[src/rtl/div_nonrestoring_pkg.sv]
// Shared multdiv definitions: operand width, divider state encoding and the
// two's-complement helper used for operand magnitudes and result sign fix-up.
package div_nonrestoring_pkg;

    localparam int WIDTH = 32;
    localparam int CNT_W = $clog2(WIDTH);

    localparam logic [CNT_W-1:0] CNT_ZERO = CNT_W'(0);
    localparam logic [CNT_W-1:0] CNT_ONE  = CNT_W'(1);
    localparam logic [CNT_W-1:0] CNT_LAST = CNT_W'(WIDTH - 1);

    localparam logic [WIDTH-1:0] INT_MIN  = {1'b1, {(WIDTH-1){1'b0}}};
    localparam logic [WIDTH-1:0] NEG_ONE  = {WIDTH{1'b1}};
    localparam logic [WIDTH-1:0] ZERO_W   = {WIDTH{1'b0}};

    typedef enum logic [1:0] {
        IDLE = 2'd0,
        RUN  = 2'd1,
        FIX  = 2'd2
    } div_state_e;

    function automatic logic [WIDTH-1:0] twos_neg(input logic [WIDTH-1:0] x);
        return ~x + {{(WIDTH-1){1'b0}}, 1'b1};
    endfunction

endpackage

[src/rtl/div_nonrestoring_sll1.sv]
// Logical left shift by one of the {partial remainder, quotient} vector,
// zero-filling bit 0; counterpart of the multiplier's arithmetic right shift.
module sll1_div
    import div_nonrestoring_pkg::*;
(
    input  logic [2*WIDTH:0] in_i,
    output logic [2*WIDTH:0] out_o
);

    assign out_o = {in_i[2*WIDTH-1:0], 1'b0};

endmodule

[src/rtl/div_nonrestoring.sv]
// Iterative 32-bit signed non-restoring divider: one shift/add-or-subtract
// step per cycle, a final remainder correction and sign fix-up in FIX.
module div_nonrestoring
    import div_nonrestoring_pkg::*;
(
    input  logic             clock,
    input  logic             reset_n,
    input  logic             ctrl_DIV,
    input  logic [WIDTH-1:0] data_operandA,
    input  logic [WIDTH-1:0] data_operandB,
    output logic [WIDTH-1:0] data_result,
    output logic [WIDTH-1:0] data_remainder,
    output logic             data_exception,
    output logic             data_resultRDY,
    output logic             busy
);

    div_state_e       state_q;
    logic [CNT_W-1:0] count_q;
    logic [WIDTH:0]   p_q;
    logic [WIDTH-1:0] q_q;
    logic [WIDTH:0]   d_q;
    logic             quo_neg_q;
    logic             rem_neg_q;
    logic             dbz_q;
    logic             ovf_q;
    logic [WIDTH-1:0] result_q;
    logic [WIDTH-1:0] remainder_q;
    logic             exception_q;
    logic             rdy_q;
    logic             busy_q;

    logic [2*WIDTH:0] pq_s;
    logic [2*WIDTH:0] pq_sh_s;
    logic [WIDTH:0]   p_sh_s;
    logic [WIDTH-1:0] q_sh_s;
    logic [WIDTH:0]   add_a_s;
    logic [WIDTH:0]   add_b_s;
    logic             add_cin_s;
    logic [WIDTH:0]   sum_s;
    logic [WIDTH-1:0] q_next_s;
    logic [WIDTH:0]   p_fix_s;
    logic [WIDTH-1:0] quot_s;
    logic [WIDTH-1:0] rem_s;
    logic [WIDTH-1:0] abs_a_s;
    logic [WIDTH-1:0] abs_b_s;
    logic             b_zero_s;
    logic             ovf_s;

    assign pq_s = {p_q, q_q};

    sll1_div u_sll1 (
        .in_i  (pq_s),
        .out_o (pq_sh_s)
    );

    assign p_sh_s = pq_sh_s[2*WIDTH:WIDTH];
    assign q_sh_s = pq_sh_s[WIDTH-1:0];

    // Shared adder operand select: RUN steps subtract when P >= 0, FIX restores a negative P
    always_comb begin
        add_a_s   = p_sh_s;
        add_b_s   = ~d_q;
        add_cin_s = 1'b1;
        if (state_q == FIX) begin
            add_a_s   = p_q;
            add_b_s   = d_q;
            add_cin_s = 1'b0;
        end else if (p_q[WIDTH]) begin
            add_b_s   = d_q;
            add_cin_s = 1'b0;
        end else begin
            add_b_s   = ~d_q;
            add_cin_s = 1'b1;
        end
    end

    assign sum_s    = add_a_s + add_b_s + {{WIDTH{1'b0}}, add_cin_s};
    assign q_next_s = q_sh_s | {{(WIDTH-1){1'b0}}, ~sum_s[WIDTH]};
    assign p_fix_s  = p_q[WIDTH] ? sum_s : p_q;
    assign quot_s   = quo_neg_q ? twos_neg(q_q) : q_q;
    assign rem_s    = rem_neg_q ? twos_neg(p_fix_s[WIDTH-1:0]) : p_fix_s[WIDTH-1:0];

    // |INT_MIN| stays 0x80000000, which is the correct unsigned magnitude
    assign abs_a_s  = data_operandA[WIDTH-1] ? twos_neg(data_operandA) : data_operandA;
    assign abs_b_s  = data_operandB[WIDTH-1] ? twos_neg(data_operandB) : data_operandB;
    assign b_zero_s = (data_operandB == ZERO_W);
    assign ovf_s    = (data_operandA == INT_MIN) && (data_operandB == NEG_ONE);

    // Divider FSM, datapath registers and registered outputs
    always_ff @(posedge clock or negedge reset_n) begin
        if (!reset_n) begin
            state_q     <= IDLE;
            count_q     <= CNT_ZERO;
            p_q         <= {(WIDTH+1){1'b0}};
            q_q         <= ZERO_W;
            d_q         <= {(WIDTH+1){1'b0}};
            quo_neg_q   <= 1'b0;
            rem_neg_q   <= 1'b0;
            dbz_q       <= 1'b0;
            ovf_q       <= 1'b0;
            result_q    <= ZERO_W;
            remainder_q <= ZERO_W;
            exception_q <= 1'b0;
            rdy_q       <= 1'b0;
            busy_q      <= 1'b0;
        end else begin
            rdy_q <= 1'b0;
            case (state_q)
                IDLE: begin
                    if (ctrl_DIV) begin
                        quo_neg_q <= data_operandA[WIDTH-1] ^ data_operandB[WIDTH-1];
                        rem_neg_q <= data_operandA[WIDTH-1];
                        p_q       <= {(WIDTH+1){1'b0}};
                        q_q       <= abs_a_s;
                        d_q       <= {1'b0, abs_b_s};
                        count_q   <= CNT_ZERO;
                        dbz_q     <= b_zero_s;
                        ovf_q     <= ovf_s;
                        busy_q    <= 1'b1;
                        // A zero divisor goes straight to FIX, which reports it on the next edge
                        state_q   <= b_zero_s ? FIX : RUN;
                    end
                end
                RUN: begin
                    p_q     <= sum_s;
                    q_q     <= q_next_s;
                    count_q <= count_q + CNT_ONE;
                    if (count_q == CNT_LAST) begin
                        count_q <= CNT_ZERO;
                        state_q <= FIX;
                    end
                end
                FIX: begin
                    if (dbz_q) begin
                        result_q    <= ZERO_W;
                        remainder_q <= ZERO_W;
                        exception_q <= 1'b1;
                    end else begin
                        p_q         <= p_fix_s;
                        result_q    <= quot_s;
                        remainder_q <= rem_s;
                        exception_q <= ovf_q;
                    end
                    rdy_q   <= 1'b1;
                    busy_q  <= 1'b0;
                    state_q <= IDLE;
                end
                default: begin
                    count_q <= CNT_ZERO;
                    busy_q  <= 1'b0;
                    state_q <= IDLE;
                end
            endcase
        end
    end

    assign data_result    = result_q;
    assign data_remainder = remainder_q;
    assign data_exception = exception_q;
    assign data_resultRDY = rdy_q;
    assign busy           = busy_q;

endmodule

[config.mk]
export PLATFORM = sky130hd
export DESIGN_NAME = div_nonrestoring
export DESIGN_NICKNAME = d
export VERILOG_FILES = /design/src/rtl/div_nonrestoring_pkg.sv /design/src/rtl/div_nonrestoring_sll1.sv /design/src/rtl/div_nonrestoring.sv
export SDC_FILE = /design/constraint.sdc
export NUM_CORES = 1
export LEC_CHECK = 0
export CAP_MARGIN = 20
export CORE_AREA = 2 2 176 178
export CTS_CLUSTER_DIAMETER = 200
export DETAILED_ROUTE_END_ITERATION = 12
export DIE_AREA = 0 0 178 180
export PLACE_DENSITY_LB_ADDON = 0.25
export SKIP_LAST_GASP = 1
export SLEW_MARGIN = 20
export SYNTH_ARGS = -nofsm -noshare
export SYNTH_HDL_FRONTEND = slang
export SYNTH_HIERARCHICAL = 1
export SYNTH_SLANG_ARGS = --single-unit
export TNS_END_PERCENT = 30
[constraint.sdc]
create_clock -name clock -period 6.1 [get_ports clock]
set_input_delay 0.915 -clock clock [delete_from_list [all_inputs] [get_ports clock]]
set_output_delay 0.915 -clock clock [all_outputs]
set_load 0.005 [all_outputs]
Yosys cells after proc, flatten, opt, wreduce, memory -nomap -nowiden
Index checks and enable logic that the tools add are counted.

Logic and storage cells: 78. Register bits after elaboration: 175. Output and inout bits: 67. Input bits: 67.

Reduce and logical (&&, ||, !) cells: 11. Bitwise logic cells: 10. Muxes and demuxes: 28. Add/sub/neg operators: 7. Equal/unequal tests: 8.

Operators with widths (count): 32-bit 2-to-1 mux (7); 33-bit 2-to-1 mux (6); 32-bit by 1-bit adder with 32-bit output, second input constant (4); 32-bit NOT (4); 33-bit one-hot mux with 3 select lines (1); 32-bit == test, second input constant (2); 32-bit one-hot mux with 2 select lines (1); 33-bit by 1-bit adder with 33-bit output (1); 33-bit adder (1); 32-bit NOT with 33-bit output (1); 32-bit zero test (1); 32-bit by 1-bit OR with 32-bit output (1); 5-bit one-hot mux with 3 select lines (1); 5-bit 2-to-1 mux (2); 2-bit AND reduction (5); 2-bit 2-to-1 mux (3); 2-bit != test, second input constant (3); 5-bit by 1-bit adder with 5-bit output, second input constant (1); 5-bit == test, second input constant (1); 1-bit 2-to-1 mux (5); 2-bit one-hot mux with 2 select lines (1); 1-bit NOT (3); 3-bit AND reduction (1); 3-bit nonzero test (1); other kinds (7) (7).

Longest topological paths before layout
Word-level depth: 10. Gate-level depth with buffers: 23. Depth with buffers taken out: 17.

Hierarchy
Netlist, hierarchy kept.

Modules (own cells, without submodules): div_nonrestoring (seq. area each 4379.2 µm², area each 12973.7 µm², times used 1, cells an instance 1514); sll1_div (seq. area each 0.0 µm², area each 491.7 µm², times used 1, cells an instance 66).

Least setup slack after synthesis
Ideal clock, no wire load.

Kind: flip-flop to flip-flop. Start point: reg p_q[32]. End point: reg remainder_q[31], in the netlist data_remainder[31]. Setup slack: -0.395 ns. Stages on the path, launching flop included: 23. Period minus slack after synthesis: 6.495 ns. Library setup time: 0.124 ns. Data arrival time: 6.371 ns. Buffers on the path: 7. Required time: 5.976 ns. Cell sequence: dfrtp_1 -> clkbuf_1 -> buf_1 -> clkbuf_1 -> clkbuf_1 -> buf_1 -> clkbuf_1 -> nor2_1 -> clkbuf_1 -> xnor2_1 -> fa_1 -> inv_1 -> fa_1 -> a211oi_2 -> o31ai_4 -> a211o_1 -> a2111oi_0 -> a311oi_1 -> a2111oi_0 -> o221ai_1 -> a2111oi_4 -> mux2i_1 -> a211o_1.

Word-level cells in the longest chain between the ends: 9. Elaborated cells on any way between the ends: 11. Classes of those cells: add/sub (3); mux (7); bitwise (1).

RTL lines: start, declared (line div_nonrestoring.sv:20) `logic [WIDTH:0] p_q;`; start signal, assigned (line div_nonrestoring.sv:95) `p_q <= {(WIDTH+1){1'b0}};`; start signal, assigned (line div_nonrestoring.sv:114) `p_q <= {(WIDTH+1){1'b0}};`; start signal, assigned (line div_nonrestoring.sv:126) `p_q <= sum_s;`; 33-bit 2-to-1 mux (line div_nonrestoring.sv:69) `end else if (p_q[WIDTH]) begin`; 33-bit 2-to-1 mux (line div_nonrestoring.sv:65) `if (state_q == FIX) begin`; 33-bit adder (line div_nonrestoring.sv:78) `assign sum_s = add_a_s + add_b_s + {{WIDTH{1'b0}}, add_cin_s};`; 33-bit by 1-bit adder with 33-bit output (line div_nonrestoring.sv:78); 33-bit 2-to-1 mux (*) (line div_nonrestoring.sv:80) `assign p_fix_s = p_q[WIDTH] ? sum_s : p_q;`; 32-bit NOT (line div_nonrestoring_pkg.sv:23) `return ~x + {{(WIDTH-1){1'b0}}, 1'b1};`; 32-bit by 1-bit adder with 32-bit output (line div_nonrestoring_pkg.sv:23); 32-bit 2-to-1 mux (*) (line div_nonrestoring.sv:82) `assign rem_s = rem_neg_q ? twos_neg(p_fix_s[WIDTH-1:0]) : p_fix_s[WIDTH-1:0];`; 32-bit 2-to-1 mux (*) (line div_nonrestoring.sv:135) `if (dbz_q) begin`; end signal, assigned (line div_nonrestoring.sv:142) `remainder_q <= rem_s;`; end, declared (line div_nonrestoring.sv:28) `logic [WIDTH-1:0] remainder_q;`.

Every way passes the cells marked *; elsewhere a longest branch is shown, timed or not. A chain may end at the register's enable or synchronous reset.

Worst setup path after layout
Start point: reg state_q[0]. End point: reg remainder_q[30], in the netlist data_remainder[30].

Word-level cells in the longest chain between the ends: 9. Elaborated cells on any way between the ends: 11. Classes of those cells: add/sub (3); eq/ne (1); mux (6); bitwise (1).

RTL lines: start, declared (line div_nonrestoring.sv:18) `div_state_e state_q;`; start signal, assigned (line div_nonrestoring.sv:122) `state_q <= b_zero_s ? FIX : RUN;`; 2-bit == test (*) (line div_nonrestoring.sv:65, div_nonrestoring.sv:109); 33-bit 2-to-1 mux (line div_nonrestoring.sv:65); 33-bit adder (line div_nonrestoring.sv:78); 33-bit by 1-bit adder with 33-bit output (line div_nonrestoring.sv:78); 33-bit 2-to-1 mux (line div_nonrestoring.sv:80); 32-bit NOT (line div_nonrestoring_pkg.sv:23); 32-bit by 1-bit adder with 32-bit output (line div_nonrestoring_pkg.sv:23); 32-bit 2-to-1 mux (line div_nonrestoring.sv:82); 32-bit 2-to-1 mux (line div_nonrestoring.sv:135).

Marked as above.

==> impl_results.html <==
<table>
<tr><th>Metric</th><th>Value</th></tr>
<tr><th colspan="2">GRT</th></tr>
<tr><td>Largest net degree at the start of global routing</td><td>75</td></tr>
<tr><td>Initial antenna violation count</td><td>1</td></tr>
<tr><td>Remaining global-route overflow</td><td>0</td></tr>
<tr><td>GRT Total Usage</td><td>around a quarter</td></tr>
<tr><td>Vias in the first global route</td><td>11,087</td></tr>
<tr><td>Wire length of the first global-routing pass</td><td>roughly 63 mm</td></tr>
<tr><th colspan="2">Logic synthesis</th></tr>
<tr><td>Syn Area/Cell</td><td>8.52 µm²</td></tr>
<tr><td>Yosys reg bits</td><td>175</td></tr>
<tr><td>Leading register cell type out of synthesis</td><td>sky130_fd_sc_hd__dfrtp_1</td></tr>
<tr><td>Count of flip-flops with a built-in enable after synthesis</td><td>0</td></tr>
<tr><td>Synthesized area</td><td>0.0135 mm²</td></tr>
<tr><td>Instance count of the mapped netlist</td><td>approximately 1,600</td></tr>
<tr><td>Most area-consuming cells after synthesis</td><td>sky130_fd_sc_hd__dfrtp_1, sky130_fd_sc_hd__xor2_1, sky130_fd_sc_hd__o21ai_0, sky130_fd_sc_hd__nand2_1, sky130_fd_sc_hd__xnor2_1</td></tr>
<tr><td>Cell accounting for the most synthesized area</td><td>sky130_fd_sc_hd__dfrtp_1</td></tr>
<tr><td>Async set or reset register ratio after synthesis</td><td>100%</td></tr>
<tr><td>Post-synthesis net count</td><td>between 1,500 and 2,000</td></tr>
<tr><td>Yosys cell types</td><td>77</td></tr>
<tr><td>Part of the Yosys area used for sequential elements</td><td>roughly 33%</td></tr>
<tr><td>Synth warn</td><td>6</td></tr>
<tr><td>Area share of the largest cell type after synthesis</td><td>about a third</td></tr>
<tr><th colspan="2">Critical path</th></tr>
<tr><td>Library cell appearing most often on the critical path</td><td>sky130_fd_sc_hd__a2111oi_0</td></tr>
<tr><td>Largest incremental delay on the critical path</td><td>0.56 ns</td></tr>
<tr><td>Worst path buffer plus inverter count</td><td>3</td></tr>
<tr><td>WP data arrival</td><td>5.83 ns</td></tr>
<tr><td>Delay-heaviest family, CP</td><td>compound AO/OA/AOI/OAI gates</td></tr>
<tr><td>Endpoint type of the worst setup path</td><td>flip-flop</td></tr>
<tr><td>Type of the worst setup path</td><td>reg2reg</td></tr>
<tr><td>Highest-delay cell along the critical path</td><td>sky130_fd_sc_hd__a2111oi_2</td></tr>
<tr><td>Required time worst endpoint</td><td>6.41 ns</td></tr>
<tr><td>Nature of the critical path startpoint</td><td>flip-flop</td></tr>
<tr><td>Chain of cells forming the critical path</td><td>inv_1 &gt; ha_2 &gt; buf_12 &gt; mux2_2 &gt; fa_1 &gt; a211oi_2 &gt; o31ai_4 &gt; a211o_1 &gt; a2111oi_0 &gt; a311oi_1 &gt; a2111oi_0 &gt; buf_4 &gt; o221ai_1 &gt; a2111oi_2 &gt; mux2i_1 &gt; nand2_1</td></tr>
<tr><td>Largest fanout on the critical path</td><td>61</td></tr>
<tr><th colspan="2">Route</th></tr>
<tr><td>Average wire per standard cell</td><td>19.7 µm</td></tr>
<tr><td>Total length of routed wires</td><td>between 30 and 40 mm</td></tr>
<tr><td>Total number of vias</td><td>11,754</td></tr>
<tr><td>1st-iter DRT viols</td><td>951</td></tr>
<tr><td>1st-pass router iterations</td><td>7</td></tr>
<tr><td>Ratio of routed vias to standard cells</td><td>5.88</td></tr>
<tr><td>Remaining DRCs</td><td>0</td></tr>
<tr><td>Number of nets with antenna violations after detailed routing</td><td>0</td></tr>
<tr><th colspan="2">Timing</th></tr>
<tr><td>Crit path setup slack, layout</td><td>a little under 0.6 ns</td></tr>
<tr><td>Ratio of final minimum period to clock period</td><td>90.5%</td></tr>
<tr><td>Unrepaired setup endpoints after global routing</td><td>no</td></tr>
<tr><td>Sum of negative setup slack</td><td>0 ns</td></tr>
<tr><td>Min Tclk post-route</td><td>around 5.5 ns</td></tr>
<tr><td>Maximum achievable frequency</td><td>~0.18 GHz</td></tr>
<tr><td>Final clock skew</td><td>roughly 0.018 ns</td></tr>
<tr><td>Pins Over Slew Limit</td><td>0</td></tr>
<tr><td>Worst Max-Slew Pin Slew</td><td>1.03 ns</td></tr>
<tr><td>Setup violators final</td><td>0</td></tr>
<tr><td>Remaining max-slew budget at the tightest pin</td><td>31.6%</td></tr>
<tr><td>Number of endpoints with negative hold slack in the final report</td><td>0</td></tr>
<tr><th colspan="2">Place</th></tr>
<tr><td>Final weighted congestion in routability-driven placement</td><td>0.909</td></tr>
<tr><td>Port-buffer cells</td><td>~130</td></tr>
<tr><td>Worst setup slack after placement</td><td>between 0.7 and 0.8 ns</td></tr>
<tr><td>HPWL after detailed placement</td><td>29.4 mm</td></tr>
<tr><th colspan="2">Clock tree</th></tr>
<tr><td>Cell at the root of the clock tree</td><td>sky130_fd_sc_hd__clkbuf_16</td></tr>
<tr><td>TritonCTS Sinks</td><td>175</td></tr>
<tr><td>Number of buffers added to fix hold violations after cts</td><td>0</td></tr>
<tr><td>CTS tree</td><td>yes</td></tr>
<tr><td>Worst skew pair latency</td><td>between 0.4 and 0.5 ns</td></tr>
<tr><td>Number of buffers created by CTS</td><td>17</td></tr>
<tr><td>Number of buffers inserted to repair setup after CTS</td><td>0</td></tr>
<tr><td>Clock H-tree levels</td><td>4</td></tr>
<tr><td>Max clock buf depth</td><td>2</td></tr>
<tr><td>Cells resized by post-CTS repair</td><td>0</td></tr>
<tr><td>Reg clk slew, reported paths</td><td>0.07 ns</td></tr>
<tr><th colspan="2">Cells and area</th></tr>
<tr><td>Antenna Cells</td><td>0</td></tr>
<tr><td>Layout cell share with drive strength beyond 1</td><td>~7.5%</td></tr>
<tr><td>Highest-count cells in the layout ignoring fill and taps</td><td>sky130_fd_sc_hd__nand2_1, sky130_fd_sc_hd__dfrtp_1, sky130_fd_sc_hd__o21ai_0</td></tr>
<tr><td>Final nets</td><td>between 1,500 and 2,000</td></tr>
<tr><td>Relative area change from synthesis to final layout</td><td>12.9%</td></tr>
<tr><td>Most frequent standard cell in the layout excluding fill and tap cells</td><td>sky130_fd_sc_hd__nand2_1</td></tr>
<tr><th colspan="2">Die</th></tr>
<tr><td>Core Footprint</td><td>0.0302 mm²</td></tr>
<tr><td>Starting density of the core</td><td>44.6%</td></tr>
<tr><td>Number of core rows</td><td>64</td></tr>
<tr><td>Die X-Extent</td><td>roughly 180 µm</td></tr>
<tr><td>Die Y-Extent</td><td>180 µm</td></tr>
<tr><td>Count of pins on the block boundary</td><td>134</td></tr>
<tr><td>Die Outline Area</td><td>0.0320 mm²</td></tr>
<tr><th colspan="2">Run</th></tr>
<tr><td>Maximum capacitance violations</td><td>0</td></tr>
<tr><th colspan="2">Status</th></tr>
<tr><td>Status</td><td>complete, no violations</td></tr>
<tr><th colspan="2">Min path</th></tr>
<tr><td>Class of the tightest hold or removal check</td><td>in2async</td></tr>
</table>
Yosys cell counts, types with 28 or more instances:
| cell | count |
|---|---|
| sky130_fd_sc_hd__nand2_1 | 198 |
| sky130_fd_sc_hd__dfrtp_1 | 175 |
| sky130_fd_sc_hd__o21ai_0 | 162 |
| sky130_fd_sc_hd__xor2_1 | 104 |
| sky130_fd_sc_hd__nor2_1 | 90 |
| sky130_fd_sc_hd__clkbuf_1 | 84 |
| sky130_fd_sc_hd__a21oi_1 | 80 |
| sky130_fd_sc_hd__buf_4 | 65 |
| sky130_fd_sc_hd__xnor2_1 | 65 |
| sky130_fd_sc_hd__a22o_1 | 48 |
| sky130_fd_sc_hd__mux2_2 | 48 |
| sky130_fd_sc_hd__ha_1 | 42 |
| sky130_fd_sc_hd__o31ai_1 | 41 |
| sky130_fd_sc_hd__nand3_1 | 29 |
| sky130_fd_sc_hd__inv_1 | 28 |
| sky130_fd_sc_hd__nand4_1 | 28 |
layout make-up:
type	count	area [µm²]
fillers	2830	15000
multi-input cells	1218	8180
flip-flops and latches	175	4380
repair buffers	149	1470
well taps	396	495
clock buffers	17	425
clock inverters	15	148
inverters	29	109
flip-flops by register name, summed over array words and instances, names as in the netlist:
register,cells
dbz_q,1
state_q,2
data_resultRDY,1
ovf_q,1
p_q,33
rem_neg_q,1
data_remainder,32
quo_neg_q,1
q_q,32
data_result,32
d_q,32
busy,1
data_exception,1
count_q,5
logic make-up (layout without fill, tap and decap cells):
group / count (synthesis) / in the layout / share of synthesized area, %
DFF: 175 / 175 / 32.5
other: 1 / 1 / 0.0278
and+or+nand+nor: 465 / 465 / 16.2
xor gates and xnor gates: 169 / 169 / 11.0
buffers and inverters: 187 / 210 / 7.05
AOI/OAI and AO/OA: 475 / 475 / 23.8
muxes: 64 / 64 / 5.20
adders and majority gates: 44 / 44 / 4.20
per-layer routing:
layer,global-route usage [%],routed length [µm],share of wire (%)
met2,38.5,18000,46
met4,7.57,964,2.4
met3,3.38,1920,4.9
met1,35.9,18500,47
met5,0,0,0
stage by stage:
stage / cells / util (%) / hold slack (ns) / instance area, µm²
2_1_floorplan: 1580 / - / 0.451 / 13500
3_3_place_gp: 1967 / 48.4 / 0.473 / 14600
3_5_place_dp: 1967 / 48.4 / 0.483 / 14600
4_1_cts: 1999 / 50.3 / 0.478 / 15200
5_1_grt: 1999 / 50.3 / 0.516 / 15200
6_report: 1999 / 50.3 / 0.469 / 15200
path summary, 6_finish.rpt:
kind                                start            endpoint  slack, ns  cells past startpoint
setup reg to reg               state_q[0]  data_remainder[30]       0.58                     16
hold reg to reg            data_result[0]      data_result[0]       0.50                      1
setup / recovery               state_q[0]  data_remainder[30]       0.58                     16
min in group clock         data_result[0]      data_result[0]       0.50                      1
max in group asynchronous         reset_n              p_q[5]       4.44                      2
hold / removal                    reset_n             p_q[26]       0.47                      1
worst register-to-register path: cells and delay by family, from the launching register on:
kind	cells	cell delay, ns
AO/OA/AOI/OAI	8	2.83
adder cells (fa/ha/maj)	2	0.78
buffers and inverters	3	0.63
AND/OR/NAND/NOR	1	0.06
flip-flops	1	0.42
multiplexers	2	0.68
Power is left out: the tool's default activity adds up to more than one toggle a clock period on the data nets, which glitch-free logic cannot reach.
